File: src/rtl/key_command_gen.sv
// Debounced four-button front panel that emits one-hot command pulses to the exhaust FSM.
// Define KEY_LONGPRESS_EN to build the menu long-press detector driving long_menu.
module key_command_gen #(
    parameter int DEB_CYCLES  = 1000000,
    parameter int LONG_CYCLES = 200000000
) (
    input  logic       clk,
    input  logic       rst,
    input  logic       btn_menu,
    input  logic       btn_l1,
    input  logic       btn_l2,
    input  logic       btn_l3,
    input  logic       is_on,
    input  logic       countdown_active,
    output logic       menu_key,
    output logic       level1_key,
    output logic       level2_key,
    output logic       level3_key,
    output logic       hurricane_used,
    output logic [7:0] key_count,
    output logic       long_menu
);

    localparam int DW = $clog2(DEB_CYCLES + 1);

    if (DEB_CYCLES < 1 || LONG_CYCLES < 1) begin : g_bad_param
        $error("key_command_gen: DEB_CYCLES and LONG_CYCLES must be at least 1");
    end

    // Bit order everywhere: [3]=menu, [2]=l1, [1]=l2, [0]=l3 (descending priority).
    logic [3:0]    raw;
    logic [3:0]    sync1_q, sync2_q;
    logic [3:0]    stable_q, stable_prev_q;
    logic [DW-1:0] deb_cnt_q [4];
    logic [3:0]    cand;
    logic [3:0]    key_d, key_q;
    logic          is_on_q;
    logic          hurricane_used_q;
    logic [7:0]    key_count_q;

    assign raw = {btn_menu, btn_l1, btn_l2, btn_l3};

    always_ff @(posedge clk) begin
        if (rst) begin
            sync1_q       <= '0;
            sync2_q       <= '0;
            stable_q      <= '0;
            stable_prev_q <= '0;
            for (int i = 0; i < 4; i++) deb_cnt_q[i] <= '0;
        end else begin
            sync1_q       <= raw;
            sync2_q       <= sync1_q;
            stable_prev_q <= stable_q;
            for (int i = 0; i < 4; i++) begin
                if (sync2_q[i] == stable_q[i]) begin
                    deb_cnt_q[i] <= '0;
                end else if (deb_cnt_q[i] == DW'(DEB_CYCLES - 1)) begin
                    stable_q[i]  <= ~stable_q[i];
                    deb_cnt_q[i] <= '0;
                end else begin
                    deb_cnt_q[i] <= deb_cnt_q[i] + 1'b1;
                end
            end
        end
    end

    assign cand = stable_q & ~stable_prev_q;

    // Every filter (power, countdown, hurricane) masks a priority suffix, so
    // filtering before or after arbitration gives the same winner.
    always_comb begin
        key_d = '0;
        if (is_on) begin
            if (cand[3]) begin
                key_d[3] = 1'b1;
            end else if (!countdown_active) begin
                if (cand[2])                          key_d[2] = 1'b1;
                else if (cand[1])                     key_d[1] = 1'b1;
                else if (cand[0] && !hurricane_used_q) key_d[0] = 1'b1;
            end
        end
    end

    always_ff @(posedge clk) begin
        if (rst) begin
            key_q            <= '0;
            is_on_q          <= 1'b0;
            hurricane_used_q <= 1'b0;
            key_count_q      <= '0;
        end else begin
            key_q   <= key_d;
            is_on_q <= is_on;
            if (is_on_q && !is_on) hurricane_used_q <= 1'b0;
            else                   hurricane_used_q <= hurricane_used_q | key_q[0];
            key_count_q <= key_count_q + {7'd0, |key_q};
        end
    end

    assign menu_key       = key_q[3];
    assign level1_key     = key_q[2];
    assign level2_key     = key_q[1];
    assign level3_key     = key_q[0];
    assign hurricane_used = hurricane_used_q;
    assign key_count      = key_count_q;

`ifdef KEY_LONGPRESS_EN
    localparam int LW = $clog2(LONG_CYCLES + 1);

    logic [LW-1:0] long_cnt_q;
    logic          long_fired_q;
    logic          long_menu_q;

    // One long pulse per press: long_fired_q re-arms only once menu settles low.
    always_ff @(posedge clk) begin
        if (rst) begin
            long_cnt_q   <= '0;
            long_fired_q <= 1'b0;
            long_menu_q  <= 1'b0;
        end else begin
            long_menu_q <= 1'b0;
            if (!stable_q[3]) begin
                long_cnt_q   <= '0;
                long_fired_q <= 1'b0;
            end else if (!is_on) begin
                long_cnt_q <= '0;
            end else if (!long_fired_q) begin
                if (long_cnt_q == LW'(LONG_CYCLES - 1)) begin
                    long_menu_q  <= 1'b1;
                    long_fired_q <= 1'b1;
                    long_cnt_q   <= '0;
                end else begin
                    long_cnt_q <= long_cnt_q + 1'b1;
                end
            end
        end
    end

    assign long_menu = long_menu_q;
`else
    assign long_menu = 1'b0;
`endif

endmodule
File: config.mk
export PLATFORM = sky130hd
export DESIGN_NAME = key_command_gen
export DESIGN_NICKNAME = d
export VERILOG_FILES = /design/src/rtl/key_command_gen.sv
export SDC_FILE = /design/constraint.sdc
export NUM_CORES = 1
export LEC_CHECK = 0
export BUFFER_PORTS_ARGS = -buffer_cell sky130_fd_sc_hd__buf_2
export CAP_MARGIN = 5
export CORE_UTILIZATION = 47
export CTS_CLUSTER_SIZE = 25
export DETAILED_ROUTE_END_ITERATION = 12
export HOLD_SLACK_MARGIN = 0.15
export PLACE_DENSITY = 0.74
export SYNTH_ARGS = -nofsm -noshare
export SYNTH_HDL_FRONTEND = slang
export SYNTH_SLANG_ARGS = --single-unit
File: constraint.sdc
create_clock -name clk -period 3.2 [get_ports clk]
set_input_delay 0.8 -clock clk [delete_from_list [all_inputs] [get_ports clk]]
set_output_delay 0.8 -clock clk [all_outputs]
set_load 0.005 [all_outputs]
After elaboration in Yosys (flattened, before gate mapping)
Memories as Yosys holds them, arrays and structs flattened.
Index checks and enable logic that the tools add are counted.
{ "classes": {"addsub": 5, "eq_ne": 8, "n_mux": 62, "bitwise": 24, "n_reduce_logical": 14} }
{ "ops": {"columns": ["cell", "count"], "rows": [
  ["$mux W20", 12],
  ["$add A20 B1 Y20 const B", 4],
  ["$eq A20 B20 Y1 const B", 4],
  ["$mux W1", 50],
  ["$or A1 B1 Y1", 13],
  ["$not A1 Y1", 9],
  ["$add A8 B1 Y8", 1],
  ["$reduce_and A2 Y1", 4],
  ["$reduce_or A4 Y1", 2],
  ["$reduce_or A6 Y1", 1],
  ["$reduce_or A5 Y1", 1],
  ["$and A4 B4 Y4", 1],
  ["$eq A1 B1 Y1", 4],
  ["$not A4 Y4", 1],
  ["$reduce_or A2 Y1", 2],
  ["$logic_and A1 B1 Y1", 2],
  ["$logic_not A1 Y1", 2]
]} }
{ "word_totals": {"register_bits": 30, "mem_bits_rw": 80, "inputBits": 8, "out_inout_bits": 14, "word_cells": 128, "memories": 1} }
{ "memory_table": {"columns": ["name", "words", "width", "read_ports", "rd_ports_with_merged_regs", "write_ports", "line", "rtl"], "rows": [
  ["deb_cnt_q", 4, 20, 4, 0, 4, "34", "logic [DW-1:0] deb_cnt_q [4];"]
]} }

Logic depth before layout (Yosys ltp)
An unclocked memory read counts as a cell.
{ "depth": {"ltp_word": 8, "depth_mapped": 7, "depth_no_buf": 6} }

Worst setup path before layout
OpenSTA, ideal clock, no wires.
{ "synth_timing": {"kind": "reg-to-reg", "start": "memory deb_cnt_q[3][6] in the netlist's numbering", "end": "memory deb_cnt_q[3][9] in the netlist's numbering (data pin)", "setup_ns": 0.254, "arrival_ns": 1.863, "required_time_ns": 2.946, "path_slack_ns": 1.083, "path_stages_with_launch": 6, "path_buffers": 1, "synth_period_minus_slack_ns": 2.117, "path_cell_list": "edfxtp_1 > or4_1 > or4_4 > o21ai_4 > buf_6 > nor2_1"} }
{ "synth_rtl": {"columns": ["item", "line"], "rows": [
  ["start, declared", "34"]
]} }

==> impl_metrics.env <==
export IMPL_die_width_um=110.4
export IMPL_synth_compound_area_share_pct=6.798
export IMPL_place_ws_ns=0.8060
export IMPL_cts_resized_gates=0
export IMPL_initial_utilization_pct=48.36
export IMPL_coreArea_um2=11420
export IMPL_drt_total_wl_um=9629
export IMPL_rsz0062_at_grt="no"
export IMPL_clock_skew_ns=0.01024
export IMPL_p_leak_uw=0.002219
export IMPL_timing_hold_ws_ns=0.4378
export IMPL_avgViaCountPerCell=5.151
export IMPL_p_comb_share_pct=3.9
export IMPL_clkPwrFrac_pct=37.8
export IMPL_cts_clk_slew_worst_paths_ns=0.07
export IMPL_use_met2_pct=29.55
export IMPL_worst_pin_slew_ns=0.7462
export IMPL_grt_usage_pct=16.81
export IMPL_final_period_utilization_pct=75.20
export IMPL_clkSinkCount=110
export IMPL_critPathLaunchType="flip-flop"
export IMPL_synth_distinct_cells=43
export IMPL_yosys_warnings=0
export IMPL_max_freq_mhz=415.6
export IMPL_synthCells=533
export IMPL_min_path_type="flip-flop to flip-flop"
export IMPL_fin_total_pwr_uw=2787
export IMPL_syn_area_per_cell_um2=10.36
export IMPL_cp_slowest_stage_delay_ns=0.55
export IMPL_die_area_um2=12190
export IMPL_gr_usage_met1_pct=20.26
export IMPL_drt_iter0_markers=192
export IMPL_row_count=39
export IMPL_synth_xor_area_share_pct=9.041
export IMPL_path_class="flip-flop to flip-flop"
export IMPL_io_pins=22
export IMPL_synthAdderAreaFrac_pct=1.360
export IMPL_cp_cell_sequence="or4b_1 > or4_4 > o21ai_1 > buf_4 > a21oi_1"
export IMPL_cpMaxStageDelayCell="or4b_1"
export IMPL_relSlewSlack_pct=50.24
export IMPL_synth_seq_cells=110
export IMPL_routedWlPerCell_um=12.46
export IMPL_hold_violations=0
export IMPL_cts_buffers=9
export IMPL_sw_frac_of_total_pct=22.66
export IMPL_grt_pass1_vias=3652
export IMPL_p_int_uw=2156
export IMPL_setup_ws_ns=0.7936
export IMPL_synth_mux_area_share_pct=0
export IMPL_clock_latency_ns=0.35
export IMPL_max_cap_viol_count=0
export IMPL_drt_pass1_iterations=6
export IMPL_synth_area_um2=5522
export IMPL_crit_fanout=17
export IMPL_setup_viol=0
export IMPL_p_sw_uw=631.6
export IMPL_num_vias=3982
export IMPL_synth_top_family_by_area="simple AND/OR/NAND/NOR gates"
export IMPL_holdBufCountCts=0
export IMPL_synth_seq_area_share_pct=54.38
export IMPL_die_y_um=110.4
export IMPL_antenna_cells=0
export IMPL_layout_drive_gt1_share_pct=7.937
export IMPL_end_kind="flip-flop"
export IMPL_area_delta_synth_final_pct=14.14
export IMPL_final_common_cell="conb_1"
export IMPL_arrival_ns=2.49
export IMPL_antenna_found_initial=0
export IMPL_grt_start_max_net_pins=24
export IMPL_postRouteAntennaNets=0
export IMPL_setup_tns_ns=0
export IMPL_post_dp_hpwl_um=6973
export IMPL_cts_root_buf="clkbuf_16"
export IMPL_status="complete, no violations"
export IMPL_maxSlewViolCount=0
export IMPL_power_density_nw_per_um2=442.3
export IMPL_grt_busiest_layer="met2"
export IMPL_cts_max_level=3
export IMPL_peakVddDrop_v=0.0004211
export IMPL_period_needed_ns=2.406
export IMPL_cts_tree="done"
export IMPL_crit_required_ns=3.28
export IMPL_port_buffers=20
export IMPL_met3_usage_pct=3.762
export IMPL_overflow=0
export IMPL_final_nets=639
export IMPL_final_cell_mix="conb_1, edfxtp_1, nor2_1, xnor2_1, dfxtp_1"
export IMPL_p_seq_share_pct=58.3
export IMPL_clk_path_buf_depth=2
export IMPL_fillCellCount=1032
export IMPL_postCtsSetupBuffers=0
export IMPL_synth_simple_area_share_pct=25.27
export IMPL_grt_pass1_wl_um=15970
export IMPL_globalplace_congestion=0.8158
export IMPL_drc=0
==> power by group through the flow <==
stage | clock (uW) | sequential [uW] | combinational, uW
after floorplan | 0 | 1640 | 89.5
after global placement | 0 | 1650 | 103
after detailed placement | 0 | 1660 | 105
after CTS | 1080 | 1620 | 106
after global routing | 1140 | 1630 | 125
final | 1050 | 1630 | 109
==> cell families (layout without fill, tap and decap cells) <==
group | count (synthesis) | in the layout
xor gates and xnor gates | 57 | 57
buffers and inverters | 39 | 57
AOI/OAI and AO/OA | 63 | 63
and+or+nand+nor | 256 | 256
other | 2 | 81
adders and majority gates | 6 | 6
DFF | 110 | 110
==> sequential cells by signal, summed over array words and instances (netlist names) <==
signal	flops
key_count	8
sync1_q	4
hurricane_used	1
deb_cnt_q	80
stable_prev_q	4
is_on_q	1
stable_q	4
sync2_q	4
key_q	4
==> routing by layer <==
metal,up-vias,wire length (um)
li1,2039,-
met1,1884,4501
met2,47,4778
met3,12,223
met4,0,125
met5,-,0
==> stage by stage <==
| step | instances | cell area, um2 | util (%) |
|---|---|---|---|
| final | 773 | 6302 | 55.19 |
| after global routing | 773 | 6302 | 55.19 |
| after CTS | 773 | 6302 | 55.19 |
| after detailed placement | 757 | 6021 | 52.73 |
| after global placement | 757 | 6021 | 52.73 |
| after floorplan | 612 | 5818 | - |
==> worst max-delay path: cells and delay by family, from the launching register on <==
family / cells / cell delay [ns]
flip-flops: 1 / 0.45
AND/OR/NAND/NOR: 2 / 1.08
AO/OA/AOI/OAI: 2 / 0.33
buffers and inverters: 1 / 0.28
==> synth_stat cells, drive strengths merged <==
cell type	n	area share [%]
edfxtp	80	44
nand2	26	1.8
nor3b	2	0.27
nor4bb	1	0.18
a21oi	28	2.5
o21a	1	0.14
buf	9	0.97
and4	6	0.95
conb	2	0.14
inv	18	1.2
xnor2	30	4.8
nand4b	2	0.32
and2	5	0.57
ha	6	1.4
nor2	68	4.6
o31ai	10	1.4
dfxtp	30	11
nand3b	1	0.14
nand4	23	2.6
o21ba	1	0.18
or3	16	1.8
nand2b	3	0.34
or4	16	2.3
nand3	28	2.5
o21ai	19	2.0
or4b	6	1.1
a31o	1	0.16
o41ai	2	0.32
xor2	27	4.3
nor3	11	1.0
clkbuf	12	0.82
and3	11	1.2
or2	3	0.34
nor4	9	1.0
o22ai	1	0.11
nor2b	19	2.2
==> worst paths after layout <==
kind,startpoint,to,slack (ns),cells after the start
min,sync1_q[2]$_SDFF_PP0_,sync2_q[2]$_SDFF_PP0_,0.44,1
max,deb_cnt_q[2][15]$_SDFFCE_PN0P_,deb_cnt_q[2][19]$_SDFFCE_PN0P_,0.79,5
max reg2reg,deb_cnt_q[2][15]$_SDFFCE_PN0P_,deb_cnt_q[2][19]$_SDFFCE_PN0P_,0.79,5
min reg2reg,sync1_q[2]$_SDFF_PP0_,sync2_q[2]$_SDFF_PP0_,0.44,1
==> layout make-up <==
class / count / area (um2) / area share (%)
repair buffers: 23 / 122.6 / 1.946
well taps: 143 / 178.9 / 2.839
clock buffers: 9 / 225.2 / 3.574
multi-input cells: 463 / 2649 / 42.03
flip-flops and latches: 110 / 3003 / 47.65
clock inverters: 7 / 56.30 / 0.8934
inverters: 18 / 67.56 / 1.072
Power figures use the tool's default switching activity.
